--- config.mk ---
export PLATFORM = sky130hd
export DESIGN_NAME = qqspi_arbiter
export DESIGN_NICKNAME = d
export VERILOG_FILES = /design/src/rtl/qqspi_arbiter.sv
export SDC_FILE = /design/constraint.sdc
export NUM_CORES = 1
export LEC_CHECK = 0
export CORE_AREA = 4 4 109 111
export DETAILED_ROUTE_END_ITERATION = 6
export DIE_AREA = 0 0 113 115
export DONT_BUFFER_PORTS = 1
export SETUP_SLACK_MARGIN = 0.02
export SYNTH_ARGS = -nofsm -noshare
export SYNTH_HDL_FRONTEND = slang
export SYNTH_SLANG_ARGS = --single-unit
--- constraint.sdc ---
create_clock -name clk -period 2.6 [get_ports clk]
set_clock_uncertainty 0.15 [all_clocks]
set_input_delay 0.52 -clock clk [delete_from_list [all_inputs] [get_ports clk]]
set_output_delay 0.52 -clock clk [all_outputs]
set_load 0.02 [all_outputs]
--- src/rtl/qqspi_arbiter.sv ---
// Round-robin arbiter sharing one qqspi controller between two bus requesters.
// Grant is held for a whole transaction; hung transactions are force-completed.
//
// state | meaning
// IDLE  | no owner, s_valid low, arbitration for the next grant
// BUSY0 | requester 0 owns the controller
// BUSY1 | requester 1 owns the controller
module qqspi_arbiter #(
    parameter int ADDR_WIDTH     = 23,
    parameter int TIMEOUT_CYCLES = 4096
) (
    input  logic                  clk,
    input  logic                  resetn,

    input  logic                  m0_valid,
    input  logic [ADDR_WIDTH-1:0] m0_addr,
    input  logic [31:0]           m0_wdata,
    input  logic [3:0]            m0_wstrb,
    input  logic                  m0_psram,
    output logic                  m0_ready,
    output logic [31:0]           m0_rdata,

    input  logic                  m1_valid,
    input  logic [ADDR_WIDTH-1:0] m1_addr,
    input  logic [31:0]           m1_wdata,
    input  logic [3:0]            m1_wstrb,
    input  logic                  m1_psram,
    output logic                  m1_ready,
    output logic [31:0]           m1_rdata,

    output logic                  s_valid,
    output logic [ADDR_WIDTH-1:0] s_addr,
    output logic [31:0]           s_wdata,
    output logic [3:0]            s_wstrb,
    output logic                  s_psram,
    input  logic                  s_ready,
    input  logic [31:0]           s_rdata,

    output logic [1:0]            grant,
    output logic                  timeout_err
);

    localparam int CNT_W = (TIMEOUT_CYCLES > 2) ? $clog2(TIMEOUT_CYCLES) : 1;
    localparam logic [CNT_W-1:0] TMR_LOAD = CNT_W'(TIMEOUT_CYCLES - 1);

    typedef enum logic [1:0] {
        IDLE  = 2'd0,
        BUSY0 = 2'd1,
        BUSY1 = 2'd2
    } state_t;

    state_t           state;
    state_t           state_next;
    logic             last;
    logic             last_next;
    logic [CNT_W-1:0] tmr;
    logic             busy;
    logic             cur_valid;
    logic             done_ok;
    logic             done_tmo;
    logic             abort;

    always_ff @(posedge clk or negedge resetn) begin
        if (!resetn) begin
            state       <= IDLE;
            last        <= 1'b1;
            tmr         <= '0;
            grant       <= 2'b00;
            timeout_err <= 1'b0;
        end else begin
            state <= state_next;
            last  <= last_next;
            grant <= {state_next == BUSY1, state_next == BUSY0};
            if (done_tmo) begin
                timeout_err <= 1'b1;
            end
            // Down-counter: loaded on grant, terminal count marks the last allowed cycle.
            if (!busy && state_next != IDLE) begin
                tmr <= TMR_LOAD;
            end else if (busy && tmr != '0) begin
                tmr <= tmr - 1'b1;
            end
        end
    end

    always_comb begin
        busy      = (state != IDLE);
        cur_valid = 1'b0;
        if (state == BUSY0) begin
            cur_valid = m0_valid;
        end else if (state == BUSY1) begin
            cur_valid = m1_valid;
        end
        // s_ready beats a coincident timeout; a dropped request aborts quietly.
        done_ok  = busy && s_ready;
        abort    = busy && !s_ready && !cur_valid;
        done_tmo = busy && !s_ready && cur_valid && (tmr == '0);
    end

    always_comb begin
        state_next = state;
        last_next  = last;
        case (state)
            IDLE: begin
                if (m0_valid && m1_valid) begin
                    state_next = last ? BUSY0 : BUSY1;
                end else if (m0_valid) begin
                    state_next = BUSY0;
                end else if (m1_valid) begin
                    state_next = BUSY1;
                end
            end
            BUSY0, BUSY1: begin
                if (done_ok || done_tmo) begin
                    state_next = IDLE;
                    last_next  = (state == BUSY1);
                end else if (abort) begin
                    state_next = IDLE;
                end
            end
            default: begin
                state_next = IDLE;
            end
        endcase
    end

    always_comb begin
        s_valid  = 1'b0;
        s_addr   = '0;
        s_wdata  = 32'h0;
        s_wstrb  = 4'h0;
        s_psram  = 1'b0;
        m0_ready = 1'b0;
        m0_rdata = 32'h0;
        m1_ready = 1'b0;
        m1_rdata = 32'h0;
        if (state == BUSY0) begin
            s_valid  = m0_valid && !done_tmo;
            s_addr   = m0_addr;
            s_wdata  = m0_wdata;
            s_wstrb  = m0_wstrb;
            s_psram  = m0_psram;
            m0_ready = done_ok || done_tmo;
            m0_rdata = done_ok ? s_rdata : 32'h0;
        end else if (state == BUSY1) begin
            s_valid  = m1_valid && !done_tmo;
            s_addr   = m1_addr;
            s_wdata  = m1_wdata;
            s_wstrb  = m1_wstrb;
            s_psram  = m1_psram;
            m1_ready = done_ok || done_tmo;
            m1_rdata = done_ok ? s_rdata : 32'h0;
        end
    end

endmodule
== Word level (Yosys, flattened, before mapping) ==
Cells that the tools add are included.

* Output and inout port bits: 130
* Input bits: 157
* Memories: 0
* Bits in read-only memories: 0
* Word-level logic and storage cells: 61
* Bits in writable memories: 0
* Bits in latches: 0
* Register bits: 18

* Div/mod/pow operators: 0
* Reduce and logical (&&, ||, !) cells: 23
* Eq/ne operators: 4
* Magnitude comparators: 0
* Bitwise operators: 0
* Add/subtract/negate cells: 1
* Shifts and indexed selects: 0
* Mux-type cells: 28
* Multipliers: 0

{| class="wikitable"
|+ Operators with widths
! operator !! number
|-
| 2-to-1 mux 32 bit || 6
|-
| 2-to-1 mux 23 bit || 2
|-
| 2-to-1 mux 12 bit || 2
|-
| logical NOT 12 bit || 1
|-
| 2-to-1 mux 2 bit || 6
|-
| nonzero test 12 bit || 1
|-
| subtractor 12 x 1 -> 12 bit, second input constant || 1
|-
| logical AND 1 bit || 10
|-
| 2-to-1 mux 1 bit || 9
|-
| 2-to-1 mux 4 bit || 2
|-
| nonzero test 2 bit || 3
|-
| equality test 2 x 1 -> 1 bit, second input constant || 2
|-
| equality test 2 bit, second input constant || 2
|-
| logical NOT 1 bit || 4
|-
| case mux 2 bit (2 select lines) || 1
|-
| logical NOT 2 bit || 1
|-
| AND reduction 2 bit || 1
|-
| OR reduction 2 bit || 1
|-
| logical OR 1 bit || 1
|}

== Longest topological paths before layout ==
Gate-level depths: netlist (run 1).

* Depth in word-level cells: 11
* Gate-level depth with buffers: 7
* Mapped depth without buffers: 6

== Worst setup path before layout (run 1) ==
No wires, ideal clock.

* Path kind: register -> output
* From: register state[1]
* To: output m1_ready
* Stages on the path, launching flop included: 8
* Path slack: -0.302 ns
* Path buffers: 1
* Data required time: 1.930 ns
* Arrival: 2.232 ns
* Path through: dfrtp_1 inv_1 ha_1 clkbuf_1 nand3b_1 a2111oi_4 nor2_1 nor4b_1

* Longest elaborated chain between the ends: 8
* Elaborated cells between the ends (all ways): 12
* Classes of those cells: eq/ne (2); mux (4); reduce/logical (6)

{| class="wikitable"
|+ RTL lines
! item !! RTL line !! RTL
|-
| start, declared || 52 || <nowiki>state_t state;</nowiki>
|-
| start signal, assigned || 71 || <nowiki>state <= state_next;</nowiki>
|-
| equality test 2 bit || 91, 145 ||
|-
| 2-to-1 mux 1 bit || 91 || <nowiki>end else if (state == BUSY1) begin</nowiki>
|-
| 2-to-1 mux 1 bit || 89 || <nowiki>if (state == BUSY0) begin</nowiki>
|-
| logical AND 1 bit (2 in a row) || 97 || <nowiki>done_tmo = busy && !s_ready && cur_valid && (tmr == '0);</nowiki>
|-
| logical OR 1 bit || 151 || <nowiki>m1_ready = done_ok || done_tmo;</nowiki>
|-
| 2-to-1 mux 1 bit || 145 || <nowiki>end else if (state == BUSY1) begin</nowiki>
|-
| 2-to-1 mux 1 bit (*) || 137 || <nowiki>if (state == BUSY0) begin</nowiki>
|-
| end, declared || 28 || <nowiki>output logic m1_ready,</nowiki>
|}

Every way passes the cells marked *; elsewhere a longest branch is shown, timed or not.

== Worst setup path after layout (run 1) ==
* From: register tmr[0]
* To: output m1_ready

* Longest elaborated chain between the ends: 5

{| class="wikitable"
|+ RTL lines
! item !! RTL line !! RTL
|-
| start, declared || 56 || <nowiki>logic [CNT_W-1:0] tmr;</nowiki>
|-
| start signal, assigned || 81 || <nowiki>tmr <= tmr - 1'b1;</nowiki>
|-
| logical NOT 12 bit || 97 ||
|-
| logical AND 1 bit || 97 ||
|-
| logical OR 1 bit || 151 ||
|-
| 2-to-1 mux 1 bit || 145 ||
|-
| 2-to-1 mux 1 bit || 137 ||
|}

Every way passes these cells.

==> impl_metrics.tcl, run 1 <==
set metrics [dict create \
    num-fill-cells 1116 \
    core_area_sq_um 10800 \
    synth_common_cells "nand2_1 (125), and2_1 (65), o21ai_0 (61)" \
    routabilityCongestion 0.931 \
    pre_cts_slack_ns 0.00207 \
    chipWidth_um 113 \
    grt_pass1_wl_um 15600 \
    start_util 0.219 \
    internal_power_mw 2.01 \
    port_buffers 0 \
    clk_pin_slew_ns 0.07 \
    tritoncts "done" \
    rows 38 \
    worstHoldPathType "reg2reg" \
    violations "negative setup slack" \
    clock-sinks 18 \
    p_comb_frac 0.856 \
    grt_max_degree 83 \
    drv_slew 0 \
    postRouteAntennaNets 0 \
    maxSlewHeadroom 0.436 \
    clockPowerShare 0.049 \
    critical_path_class "reg2out" \
    synth_top_family_by_area "simple AND/OR/NAND/NOR gates" \
    setup_slack_ns -0.152 \
    synth_area_leaders "nand2_1 (20%), dfrtp_1 (18%), and2_1 (17%), o21ai_0 (13%), clkbuf_1 (4.4%)" \
    dpl.hpwl_um 8900 \
    synth_top_area_cell "nand2_1" \
    clock_path_buffers 2 \
    power_density_nw_per_um2 1130 \
    netlist_instances 381 \
    start_kind "flop" \
    die_height_um 115 \
    vias 3182 \
    drt-initial-drc-count 239 \
    synth.top_cell.area_share 0.199 \
    yosysWarnings 0 \
    remaining_drc_errors 0 \
    final_layout_size_suffix_gt1_frac 0.434 \
    first_pass_iters 5 \
    routedWlPerCell_um 21.0 \
    overflow 0 \
    period_needed_ns 2.75 \
    area_growth_syn_to_layout_pct 59.2 \
    p_seq_frac 0.095 \
    grt_pass1_vias 2738 \
    postSynth.asyncResetShare 1.00 \
    synth-simple-area-share 0.490 \
    avgSynthCellArea_sq_um 6.20 \
    cts_buffers 3 \
    leakage_nw 1.56 \
    crit_arrival_ns 2.08 \
    synth-compound-area-share 0.223 \
    drt_wl_total_um 12600 \
    netSwitchingFraction 0.527 \
    tightest_slew_ns 0.843 \
    maxCapViolations 0 \
    track_usage 0.149 \
    final_core_util 0.349 \
    ys_seq_area_frac 0.191 \
    synth.area.mux_share 0.00476 \
    power.total_mw 4.24 \
    power_switching_mw 2.24 \
    synthAdderAreaFrac 0.0318 \
    ys_ff_latch 18 \
    ys.flop_type "dfrtp_1" \
    antenna_cells 0 \
    outcome "complete, but fails checks" \
    post-route-period-util 1.06 \
    nNetsFinal 627 \
    hold_viol_final 0 \
    setup_viol 3 \
    antenna_found_initial 0 \
    mappedNetlistArea_sq_um 2360 \
    cts_max_level 1 \
    yosysMostFrequentCell "nand2_1" \
    root_buffer "clkbuf_8" \
    multi_input_area_sq_um 2030 \
    fmax_mhz 363 \
    synth_nets 544 \
    pin_count 287 \
    critPathMaxFanout 2 \
    synth_edf_count 0 \
    peakVddDrop_mv 0.502 \
    setup_tns_ns -0.334 \
    cp-end-kind "output pin" \
    synth-xor-area-share 0.00371 \
    seq_area_sq_um 453 \
    synth_cell_types 43 \
    clkLatencyLatePin_ns 0.25 \
    cp.required_ns 1.93 \
    dieArea_sq_um 13000 \
    avgViaCountPerCell 5.28 \
    rsz0062_at_grt "yes" \
]
layer usage:
layer  GRT usage  part of all wire  wire, um  vias to the layer above
met3      0.0274             0.088      1110                       22
met5           0                 0         0                        -
met4      0.0449             0.021       267                        0
met2       0.254              0.50      6350                      199
met1       0.192              0.39      4920                     1518
li1            -                 -         -                     1443
path summary, 6_finish.rpt:
| check | cells after the start | slack [ns] | startpoint | end |
|---|---|---|---|---|
| max | 7 | -0.15 | tmr[0] | m1_ready |
| min | 1 | 0.37 | tmr[11] | tmr[11] |
| max reg2reg | 7 | 0.16 | state[1] | tmr[7] |
| min reg2reg | 1 | 0.37 | tmr[11] | tmr[11] |
| max in group asynchronous | 1 | 1.06 | resetn | state[0] |
| min in group asynchronous | 1 | 0.66 | resetn | tmr[9] |
state kept, by name (all words and copies together) (netlist names):
| register | flops |
|---|---|
| grant | 2 |
| last | 1 |
| state | 2 |
| timeout_err | 1 |
| tmr | 12 |
through the flow:
stage / cells / hold WS [ns] / area [sq um]
6_report: 603 / 0.374 / 3760
5_1_grt: 603 / 0.396 / 3760
4_1_cts: 589 / 0.384 / 3390
3_5_place_dp: 576 / 0.0750 / 3150
3_3_place_gp: 576 / 0.0753 / 3150
2_1_floorplan: 381 / 0.0744 / 2370
final cells by class:
cell class | instances | area share
clock buffers | 4 | 0.0120
inverters | 4 | 0.00399
multi-input cells | 329 | 0.539
flip-flops and latches | 18 | 0.120
well taps | 140 | 0.0465
repair buffers | 108 | 0.279
power groups by stage:
| stage | clock (mW) | sequential [mW] | combinational, mW |
|---|---|---|---|
| after floorplan | 0 | 0.400 | 1.78 |
| after global placement | 0 | 0.404 | 2.93 |
| after detailed placement | 0 | 0.406 | 2.97 |
| after CTS | 0.210 | 0.400 | 3.25 |
| after global routing | 0.221 | 0.408 | 3.86 |
| final | 0.207 | 0.402 | 3.63 |
layout by cell type (no fill, tap or decap), drive strengths merged, types with 3 or more instances in the layout:
master,netlist,routed
nand3,3,3
clkbuf,28,10
nor2,7,7
o21ai,62,62
nand2,125,125
inv,4,4
o31ai,3,3
nor3,5,5
ha,6,6
a31oi,5,5
dfrtp,17,17
and2,65,65
a211oi,3,3
buf,2,99
nor4,4,4
nor3b,6,6
a21oi,6,6
nand2b,3,3
nor4b,3,3
kinds of logic after synthesis:
group,count (synthesis)
simple gates,232
xor+xnor,1
buf+inv,34
flops,18
mux,1
compound gates,89
fa+ha+maj,6
repair_timing:
action | in CTS | in global routing
hold buffers | 1 | 0
buffers inserted | 6 | 7
hold endpoints to repair | 18 | 0
endpoints found under the setup margin | 68 | 67
cloned | 2 | 7
gates resized for setup | 45 | 104
pin swaps | 3 | 36
worst max-delay path, cell delays in order (launching register included):
cell and delay (ns):
dfrtp_1 0.40, inv_2 0.09, ha_4 0.13, or4b_4 0.47
a2111oi_4 0.25, nor2_2 0.08, nor4b_2 0.22, buf_4 0.18
(Power assumes the default switching activity.)
==> run 2, diff against run 1 <==
==> constraint.sdc (replaced) <==
create_clock -name clk -period 2.6 [get_ports clk]
set_clock_uncertainty 0.15 [all_clocks]
set_input_delay 0.13 -clock clk [delete_from_list [all_inputs] [get_ports clk]]
set_output_delay 0.13 -clock clk [all_outputs]
set_load 0.02 [all_outputs]
==> impl_metrics.tcl, run 2 (same netlist as run 1, synthesis figures left out) <==
set metrics [dict create \
    final_layout_size_suffix_gt1_frac 0.213 \
    start_util 0.219 \
    root_buffer "clkbuf_8" \
    power_switching_mw 1.98 \
    crit_arrival_ns 2.16 \
    core_area_sq_um 10800 \
    critical_path_class "reg2out" \
    hold_ws_ns 0.0467 \
    pin_count 287 \
    peakVddDrop_mv 0.579 \
    setup_tns_ns 0 \
    worstHoldPathType "in2reg" \
    critPathMaxFanout 5 \
    rr_endpoint "tmr[7]" \
    grt_pass1_wl_um 13800 \
    setup_viol 0 \
    track_usage 0.129 \
    chipWidth_um 113 \
    cts_max_level 1 \
    netSwitchingFraction 0.578 \
    rows 38 \
    final_core_util 0.285 \
    clock-sinks 18 \
    leakage_nw 1.20 \
    slowest_delay_ns 0.51 \
    outcome "completed" \
    die_height_um 115 \
    tritoncts "done" \
    maxSlewHeadroom 0.426 \
    layout_commonest_cell "nand2_1" \
    grt_pass1_vias 2525 \
    port_buffers 0 \
    avgViaCountPerCell 5.01 \
    startpoint "tmr[0]" \
    internal_power_mw 1.44 \
    nNetsFinal 591 \
    cp_num_cells 7 \
    regToRegSetupSlack_ns 0.18 \
    clockPowerShare 0.061 \
    hold_viol_final 0 \
    period_needed_ns 2.44 \
    postRouteAntennaNets 0 \
    rr_worst_depth 6 \
    antenna_cells 0 \
    cts_setup_buffers 0 \
    largest_reg_flops 12 \
    drt_wl_total_um 9860 \
    post-route-period-util 0.940 \
    antenna_found_initial 0 \
    clk_pin_slew_ns 0.07 \
    crit_slowest_cell "or4b_4" \
    cp.required_ns 2.32 \
    p_seq_frac 0.122 \
    fmax_mhz 409 \
    mostFrequentLayoutCells "nand2_1 (125), buf_4 (67), and2_1 (65)" \
    clock_path_buffers 2 \
    dieArea_sq_um 13000 \
    p_comb_frac 0.817 \
    rsz0062_at_grt "yes" \
    num-fill-cells 1186 \
    cts_buffers 3 \
    critPathTopFamily "simple AND/OR/NAND/NOR gates" \
    drt-initial-drc-count 155 \
    tightest_slew_ns 0.858 \
    overflow 0 \
    routedWlPerCell_um 17.4 \
    cp-end-kind "output pin" \
    vias 2839 \
    first_pass_iters 6 \
    top_register "tmr" \
    clkLatencyLatePin_ns 0.26 \
    worst_r2r_startpoint "state[0]" \
    endpoint "m1_ready" \
    power_density_nw_per_um2 1110 \
    maxCapViolations 0 \
    worstPathCellList "inv_2, ha_1, or4b_4, a2111oi_4, nor2_2, nor4b_2, buf_4" \
    critPathBufInv 2 \
    routabilityCongestion 0.843 \
    drv_slew 0 \
    start_kind "flop" \
    dpl.hpwl_um 8250 \
    area_growth_syn_to_layout_pct 30.2 \
    remaining_drc_errors 0 \
    grt_max_degree 102 \
    reg_top3 "tmr x12, grant x2, state x2" \
]
[run 2: worst min path at each step]
stage,startpoint,end,slack (ns),cells past startpoint
2_1_floorplan,resetn,grant[0],-0.32,0
3_3_place_gp,resetn,grant[1],-0.31,0
3_5_place_dp,resetn,grant[0],-0.32,0
4_1_cts,m0_valid,state[0],0.04,3
5_1_grt,m0_valid,state[0],0.06,3
6_report,m0_valid,state[0],0.05,3
[run 2: through the flow]
stage	setup slack [ns]	instance area (sq um)	power (mW)	cells
3_3_place_gp	0.212	2990	3.16	561
4_1_cts	0.0425	3060	3.44	567
2_1_floorplan	0.0883	2360	2.18	381
3_5_place_dp	0.174	2990	3.20	561
5_1_grt	0.0287	3080	3.68	567
6_report	0.157	3080	3.42	567
[run 2: cell type report]
cell class              count  area (sq um)  share of cell area
flip-flops and latches     18           452               0.147
clock buffers               4          45.0              0.0146
well taps                 140           175              0.0569
inverters                   4          15.0             0.00488
multi-input cells         329          1820               0.593
repair buffers             72           566               0.184
[run 2: repair_timing]
action,CTS,global route
hold buffers,2,0
setup endpoints to repair,1,10
resized for setup,1,5
pin swaps,1,0
hold endpoints to repair,19,0
[run 2: tightest hold or removal path, delay by kind of cell]
family | cells | cell delay, ns
compound gates | 2 | 0.19
simple gates | 1 | 0.09
[run 2: metal layers]
metal  global-route usage  vias up  share of wire
li1                     -     1363              -
met1                0.177     1328           0.41
met2                0.216      141           0.50
met3               0.0242        7          0.085
met4               0.0232        0         0.0075
met5                    0        -              0
[run 2: power groups by stage]
stage	logic (mW)	registers, mW	clock network [mW]
2_1_floorplan	1.78	0.400	0
3_3_place_gp	2.75	0.416	0
3_5_place_dp	2.78	0.420	0
4_1_cts	2.81	0.415	0.215
5_1_grt	3.02	0.427	0.227
6_report	2.79	0.416	0.208
